**src/rtl/mem_port_arbiter_pkg.sv**
```systemverilog
// Shared types and constants for the IF/MEM memory port arbiter.
package mem_arb_pkg;

  localparam int unsigned CNT_W  = 4;
  localparam int unsigned ADDR_W = 32;
  localparam int unsigned DATA_W = 32;

  typedef enum logic [1:0] {
    ST_IDLE = 2'd0,
    ST_BUSY = 2'd1,
    ST_RESP = 2'd2
  } arb_state_e;

  typedef enum logic {
    OWN_IF = 1'b0,
    OWN_DM = 1'b1
  } owner_e;

  // Access latched at grant time; drives the memory for the whole access.
  typedef struct packed {
    owner_e              owner;
    logic                we;
    logic [ADDR_W-1:0]   addr;
    logic [DATA_W-1:0]   wdata;
  } mem_req_t;

endpackage

```
**src/rtl/mem_port_arbiter_if.sv**
```systemverilog
// Bundle of the IF-port, MEM-port and unified-memory signals around the arbiter.
interface mem_port_arbiter_if;
  import mem_arb_pkg::*;

  logic              if_req_i;
  logic [ADDR_W-1:0] if_addr_i;
  logic [DATA_W-1:0] if_rdata_o;
  logic              if_ack_o;
  logic              if_stall_o;

  logic              dm_req_i;
  logic              dm_we_i;
  logic [ADDR_W-1:0] dm_addr_i;
  logic [DATA_W-1:0] dm_wdata_i;
  logic [DATA_W-1:0] dm_rdata_o;
  logic              dm_ack_o;
  logic              dm_stall_o;

  logic              mem_en_o;
  logic              mem_we_o;
  logic [ADDR_W-1:0] mem_addr_o;
  logic [DATA_W-1:0] mem_wdata_o;
  logic [DATA_W-1:0] mem_rdata_i;

  modport slave (
    input  if_req_i, if_addr_i,
    output if_rdata_o, if_ack_o, if_stall_o,
    input  dm_req_i, dm_we_i, dm_addr_i, dm_wdata_i,
    output dm_rdata_o, dm_ack_o, dm_stall_o,
    output mem_en_o, mem_we_o, mem_addr_o, mem_wdata_o,
    input  mem_rdata_i
  );

  modport master (
    output if_req_i, if_addr_i,
    input  if_rdata_o, if_ack_o, if_stall_o,
    output dm_req_i, dm_we_i, dm_addr_i, dm_wdata_i,
    input  dm_rdata_o, dm_ack_o, dm_stall_o,
    input  mem_en_o, mem_we_o, mem_addr_o, mem_wdata_o,
    output mem_rdata_i
  );

endinterface

```
**src/rtl/mem_port_arbiter_wait_cnt.sv**
```systemverilog
// Loadable saturating down-counter; used for wait states and, optionally, fairness.
module mem_arb_wait_cnt
  import mem_arb_pkg::*;
#(
  parameter logic [CNT_W-1:0] RST_VAL = '0
) (
  input  logic             clk_i,
  input  logic             rst_i,
  input  logic             load_i,
  input  logic [CNT_W-1:0] load_val_i,
  input  logic             dec_i,
  output logic             zero_o
);

  logic [CNT_W-1:0] cnt_q, cnt_d;

  always_comb begin
    cnt_d = cnt_q;
    if (load_i) begin
      cnt_d = load_val_i;
    end else if (dec_i && (cnt_q != '0)) begin
      cnt_d = cnt_q - CNT_W'(1);
    end
  end

  always_ff @(posedge clk_i or posedge rst_i) begin
    if (rst_i) cnt_q <= RST_VAL;
    else       cnt_q <= cnt_d;
  end

  assign zero_o = (cnt_q == '0);

endmodule

```
**src/rtl/mem_port_arbiter.sv**
```systemverilog
// Arbitrates one fixed-latency memory between IF fetches and MEM loads/stores.
// Optional IF anti-starvation: define MEM_ARB_FAIR_EN.
module mem_port_arbiter
  import mem_arb_pkg::*;
#(
  parameter int unsigned WAIT_CYC = 2,
  parameter int unsigned FAIR_LIM = 4
) (
  input  logic                clk_i,
  input  logic                rst_i,
  mem_port_arbiter_if.slave   bus
);

  if (WAIT_CYC < 1 || WAIT_CYC > 15 || FAIR_LIM < 1 || FAIR_LIM > 15) begin : g_param_chk
    $error("mem_port_arbiter: WAIT_CYC and FAIR_LIM must lie in 1..15");
  end

  arb_state_e        state_q, state_d;
  mem_req_t          req_q, req_d;
  logic              mem_en_q, mem_en_d;
  logic              mem_we_q, mem_we_d;
  logic              if_ack_q, if_ack_d;
  logic              dm_ack_q, dm_ack_d;
  logic [DATA_W-1:0] if_rdata_q, if_rdata_d;
  logic [DATA_W-1:0] dm_rdata_q, dm_rdata_d;
  logic              grant_dm, wait_load, wait_dec, wait_zero, force_if;

  mem_arb_wait_cnt u_wait_cnt (
    .clk_i      (clk_i),
    .rst_i      (rst_i),
    .load_i     (wait_load),
    .load_val_i (CNT_W'(WAIT_CYC - 1)),
    .dec_i      (wait_dec),
    .zero_o     (wait_zero)
  );

`ifdef MEM_ARB_FAIR_EN
  // Counter holds DM grants still allowed while a fetch waits; zero forces IF.
  logic fair_zero, fair_load, fair_dec;

  assign force_if  = fair_zero & bus.if_req_i;
  assign fair_load = wait_load & (~grant_dm | ~bus.if_req_i);
  assign fair_dec  = wait_load & grant_dm & bus.if_req_i;

  mem_arb_wait_cnt #(.RST_VAL(CNT_W'(FAIR_LIM))) u_fair_cnt (
    .clk_i      (clk_i),
    .rst_i      (rst_i),
    .load_i     (fair_load),
    .load_val_i (CNT_W'(FAIR_LIM)),
    .dec_i      (fair_dec),
    .zero_o     (fair_zero)
  );
`else
  assign force_if = 1'b0;
`endif

  always_comb begin
    state_d    = state_q;
    req_d      = req_q;
    if_rdata_d = if_rdata_q;
    dm_rdata_d = dm_rdata_q;
    grant_dm   = 1'b0;
    wait_load  = 1'b0;
    wait_dec   = 1'b0;

    unique case (state_q)
      ST_IDLE: begin
        if (bus.dm_req_i || bus.if_req_i) begin
          grant_dm    = bus.dm_req_i & ~force_if;
          wait_load   = 1'b1;
          state_d     = ST_BUSY;
          req_d.owner = grant_dm ? OWN_DM : OWN_IF;
          req_d.we    = grant_dm & bus.dm_we_i;
          req_d.addr  = grant_dm ? bus.dm_addr_i : bus.if_addr_i;
          req_d.wdata = grant_dm ? bus.dm_wdata_i : '0;
        end
      end
      ST_BUSY: begin
        if (wait_zero) begin
          state_d = ST_RESP;
          if (req_q.owner == OWN_IF) if_rdata_d = bus.mem_rdata_i;
          else if (!req_q.we)        dm_rdata_d = bus.mem_rdata_i;
        end else begin
          wait_dec = 1'b1;
        end
      end
      ST_RESP: state_d = ST_IDLE;
      default: state_d = ST_IDLE;
    endcase

    // Memory strobes and acks follow the next state so they come out registered.
    mem_en_d = (state_d == ST_BUSY);
    mem_we_d = mem_en_d & req_d.we;
    if_ack_d = (state_d == ST_RESP) & (req_d.owner == OWN_IF);
    dm_ack_d = (state_d == ST_RESP) & (req_d.owner == OWN_DM);
  end

  always_ff @(posedge clk_i or posedge rst_i) begin
    if (rst_i) begin
      state_q    <= ST_IDLE;
      req_q      <= '0;
      mem_en_q   <= 1'b0;
      mem_we_q   <= 1'b0;
      if_ack_q   <= 1'b0;
      dm_ack_q   <= 1'b0;
      if_rdata_q <= '0;
      dm_rdata_q <= '0;
    end else begin
      state_q    <= state_d;
      req_q      <= req_d;
      mem_en_q   <= mem_en_d;
      mem_we_q   <= mem_we_d;
      if_ack_q   <= if_ack_d;
      dm_ack_q   <= dm_ack_d;
      if_rdata_q <= if_rdata_d;
      dm_rdata_q <= dm_rdata_d;
    end
  end

  assign bus.mem_en_o    = mem_en_q;
  assign bus.mem_we_o    = mem_we_q;
  assign bus.mem_addr_o  = req_q.addr;
  assign bus.mem_wdata_o = req_q.wdata;
  assign bus.if_ack_o    = if_ack_q;
  assign bus.dm_ack_o    = dm_ack_q;
  assign bus.if_rdata_o  = if_rdata_q;
  assign bus.dm_rdata_o  = dm_rdata_q;
  assign bus.if_stall_o  = bus.if_req_i & ~if_ack_q;
  assign bus.dm_stall_o  = bus.dm_req_i & ~dm_ack_q;

endmodule

```
**src/flat_wrapper.sv**
```systemverilog
// flat-port wrapper written by rule: the top's interface ports become plain ports
module mem_port_arbiter_flat import mem_arb_pkg::*;
#(
  parameter int unsigned WAIT_CYC = 2,
  parameter int unsigned FAIR_LIM = 4
)
  (clk_i, rst_i, bus_if_req_i, bus_if_addr_i, bus_if_rdata_o, bus_if_ack_o, bus_if_stall_o, bus_dm_req_i, bus_dm_we_i, bus_dm_addr_i, bus_dm_wdata_i, bus_dm_rdata_o, bus_dm_ack_o, bus_dm_stall_o, bus_mem_en_o, bus_mem_we_o, bus_mem_addr_o, bus_mem_wdata_o, bus_mem_rdata_i);
  mem_port_arbiter_if bus_i ();
  input  logic clk_i;
  input  logic rst_i;
  input wire logic [$bits(bus_i.if_req_i)-1:0] bus_if_req_i;
  input wire logic [$bits(bus_i.if_addr_i)-1:0] bus_if_addr_i;
  output wire logic [$bits(bus_i.if_rdata_o)-1:0] bus_if_rdata_o;
  output wire logic [$bits(bus_i.if_ack_o)-1:0] bus_if_ack_o;
  output wire logic [$bits(bus_i.if_stall_o)-1:0] bus_if_stall_o;
  input wire logic [$bits(bus_i.dm_req_i)-1:0] bus_dm_req_i;
  input wire logic [$bits(bus_i.dm_we_i)-1:0] bus_dm_we_i;
  input wire logic [$bits(bus_i.dm_addr_i)-1:0] bus_dm_addr_i;
  input wire logic [$bits(bus_i.dm_wdata_i)-1:0] bus_dm_wdata_i;
  output wire logic [$bits(bus_i.dm_rdata_o)-1:0] bus_dm_rdata_o;
  output wire logic [$bits(bus_i.dm_ack_o)-1:0] bus_dm_ack_o;
  output wire logic [$bits(bus_i.dm_stall_o)-1:0] bus_dm_stall_o;
  output wire logic [$bits(bus_i.mem_en_o)-1:0] bus_mem_en_o;
  output wire logic [$bits(bus_i.mem_we_o)-1:0] bus_mem_we_o;
  output wire logic [$bits(bus_i.mem_addr_o)-1:0] bus_mem_addr_o;
  output wire logic [$bits(bus_i.mem_wdata_o)-1:0] bus_mem_wdata_o;
  input wire logic [$bits(bus_i.mem_rdata_i)-1:0] bus_mem_rdata_i;
  assign bus_i.if_req_i = bus_if_req_i;
  assign bus_i.if_addr_i = bus_if_addr_i;
  assign bus_if_rdata_o = bus_i.if_rdata_o;
  assign bus_if_ack_o = bus_i.if_ack_o;
  assign bus_if_stall_o = bus_i.if_stall_o;
  assign bus_i.dm_req_i = bus_dm_req_i;
  assign bus_i.dm_we_i = bus_dm_we_i;
  assign bus_i.dm_addr_i = bus_dm_addr_i;
  assign bus_i.dm_wdata_i = bus_dm_wdata_i;
  assign bus_dm_rdata_o = bus_i.dm_rdata_o;
  assign bus_dm_ack_o = bus_i.dm_ack_o;
  assign bus_dm_stall_o = bus_i.dm_stall_o;
  assign bus_mem_en_o = bus_i.mem_en_o;
  assign bus_mem_we_o = bus_i.mem_we_o;
  assign bus_mem_addr_o = bus_i.mem_addr_o;
  assign bus_mem_wdata_o = bus_i.mem_wdata_o;
  assign bus_i.mem_rdata_i = bus_mem_rdata_i;
  mem_port_arbiter #(.WAIT_CYC(WAIT_CYC), .FAIR_LIM(FAIR_LIM)) u_core (.clk_i(clk_i), .rst_i(rst_i), .bus(bus_i));
endmodule
```
**config.mk**
```make
export PLATFORM = sky130hd
export DESIGN_NAME = mem_port_arbiter_flat
export DESIGN_NICKNAME = d
export VERILOG_FILES = /design/src/rtl/mem_port_arbiter_pkg.sv /design/src/rtl/mem_port_arbiter_if.sv /design/src/rtl/mem_port_arbiter_wait_cnt.sv /design/src/rtl/mem_port_arbiter.sv /design/src/flat_wrapper.sv
export SDC_FILE = /design/constraint.sdc
export NUM_CORES = 1
export LEC_CHECK = 0
export CAP_MARGIN = 20
export CORE_ASPECT_RATIO = 0.7
export CORE_UTILIZATION = 42
export DETAILED_ROUTE_END_ITERATION = 16
export PLACE_DENSITY = 0.77
export SKIP_CTS_REPAIR_TIMING = 1
export SLEW_MARGIN = 20
export SYNTH_ARGS = -nofsm -noshare
export SYNTH_HDL_FRONTEND = slang
export SYNTH_SLANG_ARGS = --single-unit
export TNS_END_PERCENT = 5
```
**constraint.sdc**
```tcl
create_clock -name clk_i -period 6.1 [get_ports clk_i]
set_clock_uncertainty 0.05 [all_clocks]
set_input_delay 1.525 -clock clk_i [delete_from_list [all_inputs] [get_ports clk_i]]
set_output_delay 1.525 -clock clk_i [all_outputs]
set_load 0.01 [all_outputs]
```
==> results.md <==
* Placed Area at 8380 µm²
* DRC at 0
* Max-slew violations at 0
* Multi-input logic area at between 1500 and 2000 µm²
* Average size of a mapped cell at 13.0 µm²
* Vias in the first global route at 4,409
* Max-Cap Viols at 0
* Syn_nets at roughly 600
* Gr ovfl total at 0
* H-tree depth at 4
* Max Freq at 228 MHz
* Netlist cell types at 35
* Sequential Area at 3500 µm²
* Drt first pass iters at 4
* CP Launch Type: input port
* Post-layout net count at approximately 800
* Starting DRT DRC Count at 116
* Slowest-stage cell, CP: clkdlybuf4s50_1
* RSZ-0062 raised after global routing: false
* Largest net degree at the start of global routing at 97
* Crit-path max FO at 4
* YS warnings at 0
* # setup viols final at 0
* Crit path time final at 4380 ps
* Clk buf depth at 2
* Clock Latency Late Sink at approximately 400 ps
* Port buffer count at 266
* Top FF cell, synth: dfrtp_1
* Post-layout instance area at 8950 µm²
* PwrDens at 519 nW/µm²
* Clock buffer count from CTS at 17
* Layout area overhead at 47.9%
* Most frequent cell after synthesis: dfrtp_1
* # clock sinks at 140
* Outcome: finished, final reports clean
* Antenna diodes at 0
* Placer Congestion at slightly below 0.8
* Synth top cells by count: dfrtp_1, buf_4, mux2_2
* Tcrit/Tclk final at 0.718
* Initial core utilization at 0.432
* Core footprint at 14,000 µm²
* Synth area leaders: dfrtp_1, mux2_2, buf_4
* Root Buffer: clkbuf_16
* CP top delay family: buffers and inverters
* Static Leak at 3.82 nW
* Vias/cell at about 5
* Least-Margin Pin Slew at 851 ps
* CP Capture Type: output pin
* Proportion of synthesized chip area in sequential cells at 0.579
* Most used cell, CP: clkdlybuf4s50_1
* Detailed Place HPWL at 10,400 µm
* Post-synthesis cell count at 465
* Initial antenna violation count at 0
* Util after Layout at 0.639
* HP Class: flip-flop to flip-flop
* CP bufs+invs at 2
* DIE WIDTH at 145 µm
* CTS tree: yes
* Peak supply drop at 0.328 mV
* Yosys top cell by area: dfrtp_1
* Synth Cell Area at roughly 6100 µm²
* Post-synth EDFFs at 0
* Layout cell share with drive strength beyond 1 at 0.151
* First-pass GRT wire length at 22,800 µm
* Setup TNS at 0 ps
* Total Die Area at roughly 15,000 µm²
* Yosys top cell area share at 0.579
* #FFs+latches synth at 140
* # IOs at 267
* Final WL at 14,600 µm
* WS Path Type: input port to output pin
* CP Cell Sequence: clkdlybuf4s50_1 > nor2b_1 > clkdlybuf4s50_1
* GRT Overall Usage at 0.197
* DR vias at roughly 4.3k
* Clk slew on worst S/H paths at 60 ps
* R2r setup slk at 3900 ps
* Die height at between 100 and 150 µm
* Relative slew slack at 0.432
* FFs w/ async S/R, synth at 1.00
* PnR Total Power at 4.64 mW
* Final-report hold violation count at 0
* Routed len/inst at around 17 µm
* Arrival time at the worst endpoint at 2810 ps
* Layout filler cell count at 1,057
* Row Count at 36
* Slowest stage delay, CP at about 560 ps
* Data required, critical path at 4530 ps
* ANT nets after route at 0
==> path summary, 6_finish.rpt <==
| kind | start | endpoint | cells after the start |
|---|---|---|---|
| max | bus_if_req_i | bus_if_stall_o | 3 |
| min | u_core.bus.dm_rdata_o[10] | u_core.bus.dm_rdata_o[10] | 1 |
| max reg2reg | u_core.state_q[0] | u_core.bus.mem_addr_o[15] | 3 |
| min reg2reg | u_core.bus.dm_rdata_o[10] | u_core.bus.dm_rdata_o[10] | 1 |
| max in group asynchronous | rst_i | u_core.bus.dm_rdata_o[7] | 3 |
| min in group asynchronous | rst_i | u_core.bus.if_rdata_o[12] | 2 |
==> layout make-up <==
cell class | instances | share of cell area
repair buffers | 272 | 0.303
inverters | 4 | 0.00224
multi-input cells | 230 | 0.213
clock inverters | 7 | 0.00993
clock buffers | 24 | 0.0538
flip-flops and latches | 140 | 0.391
well taps | 190 | 0.0266
==> state kept, by name (all words and copies together), names as in the netlist <==
| signal | flops |
|---|---|
| u_core.bus.dm_rdata_o | 32 |
| u_core.bus.mem_en_o | 1 |
| u_core.state_q | 2 |
| u_core.bus.if_rdata_o | 32 |
| u_core.bus.mem_we_o | 1 |
| u_core.bus.dm_ack_o | 1 |
| u_core.bus.mem_addr_o | 32 |
| u_core.bus.if_ack_o | 1 |
| u_core.bus.mem_wdata_o | 32 |
| u_core.u_wait_cnt.cnt_q | 4 |
| u_core.req_q | 2 |
==> routing by layer <==
| layer | share of wire | routed length [µm] | track usage | up-vias |
|---|---|---|---|---|
| met5 | 0 | 0 | 0 | - |
| met2 | 0.49 | 7130 | 0.333 | 168 |
| met4 | 0.0068 | 99 | 0.0559 | 0 |
| met3 | 0.083 | 1220 | 0.0759 | 8 |
| met1 | 0.42 | 6180 | 0.238 | 2111 |
| li1 | - | - | - | 1986 |
==> cells in the final DEF (no fill, tap or decap), types with 4 or more instances in the layout <==
master           instances
clkdlybuf4s50_1        265
dfrtp_1                140
mux2_2                  59
o21ai_0                 44
mux2i_1                 33
a22o_1                  32
o21ai_1                 24
clkbuf_16               17
mux2_1                   6
buf_4                    5
clkinv_2                 4
clkbuf_1                 4
==> per-stage QoR <==
step / hold slack (ps) / worst slack, ps / cells
2_1_floorplan: 420 / 772 / 465
6_report: 451 / 1720 / 867
3_3_place_gp: 424 / 1760 / 835
4_1_cts: 453 / 1710 / 867
3_5_place_dp: 435 / 1720 / 836
5_1_grt: 469 / 1660 / 867
==> cells by family after synthesis <==
kind of cell	after synthesis	share of synthesized area
mux	98	0.176
buf+inv	95	0.107
simple gates	26	0.0271
compound gates	105	0.109
fa+ha+maj	1	0.00207
flops	140	0.579
==> report_power, final <==
group | internal, mW | leakage (nW) | switching, mW
combinational | 1.19 | 1.84 | 0.825
clock | 0.630 | 0.284 | 0.366
sequential | 1.38 | 1.70 | 0.251
No activity file was read; power rests on OpenSTA's default activity.
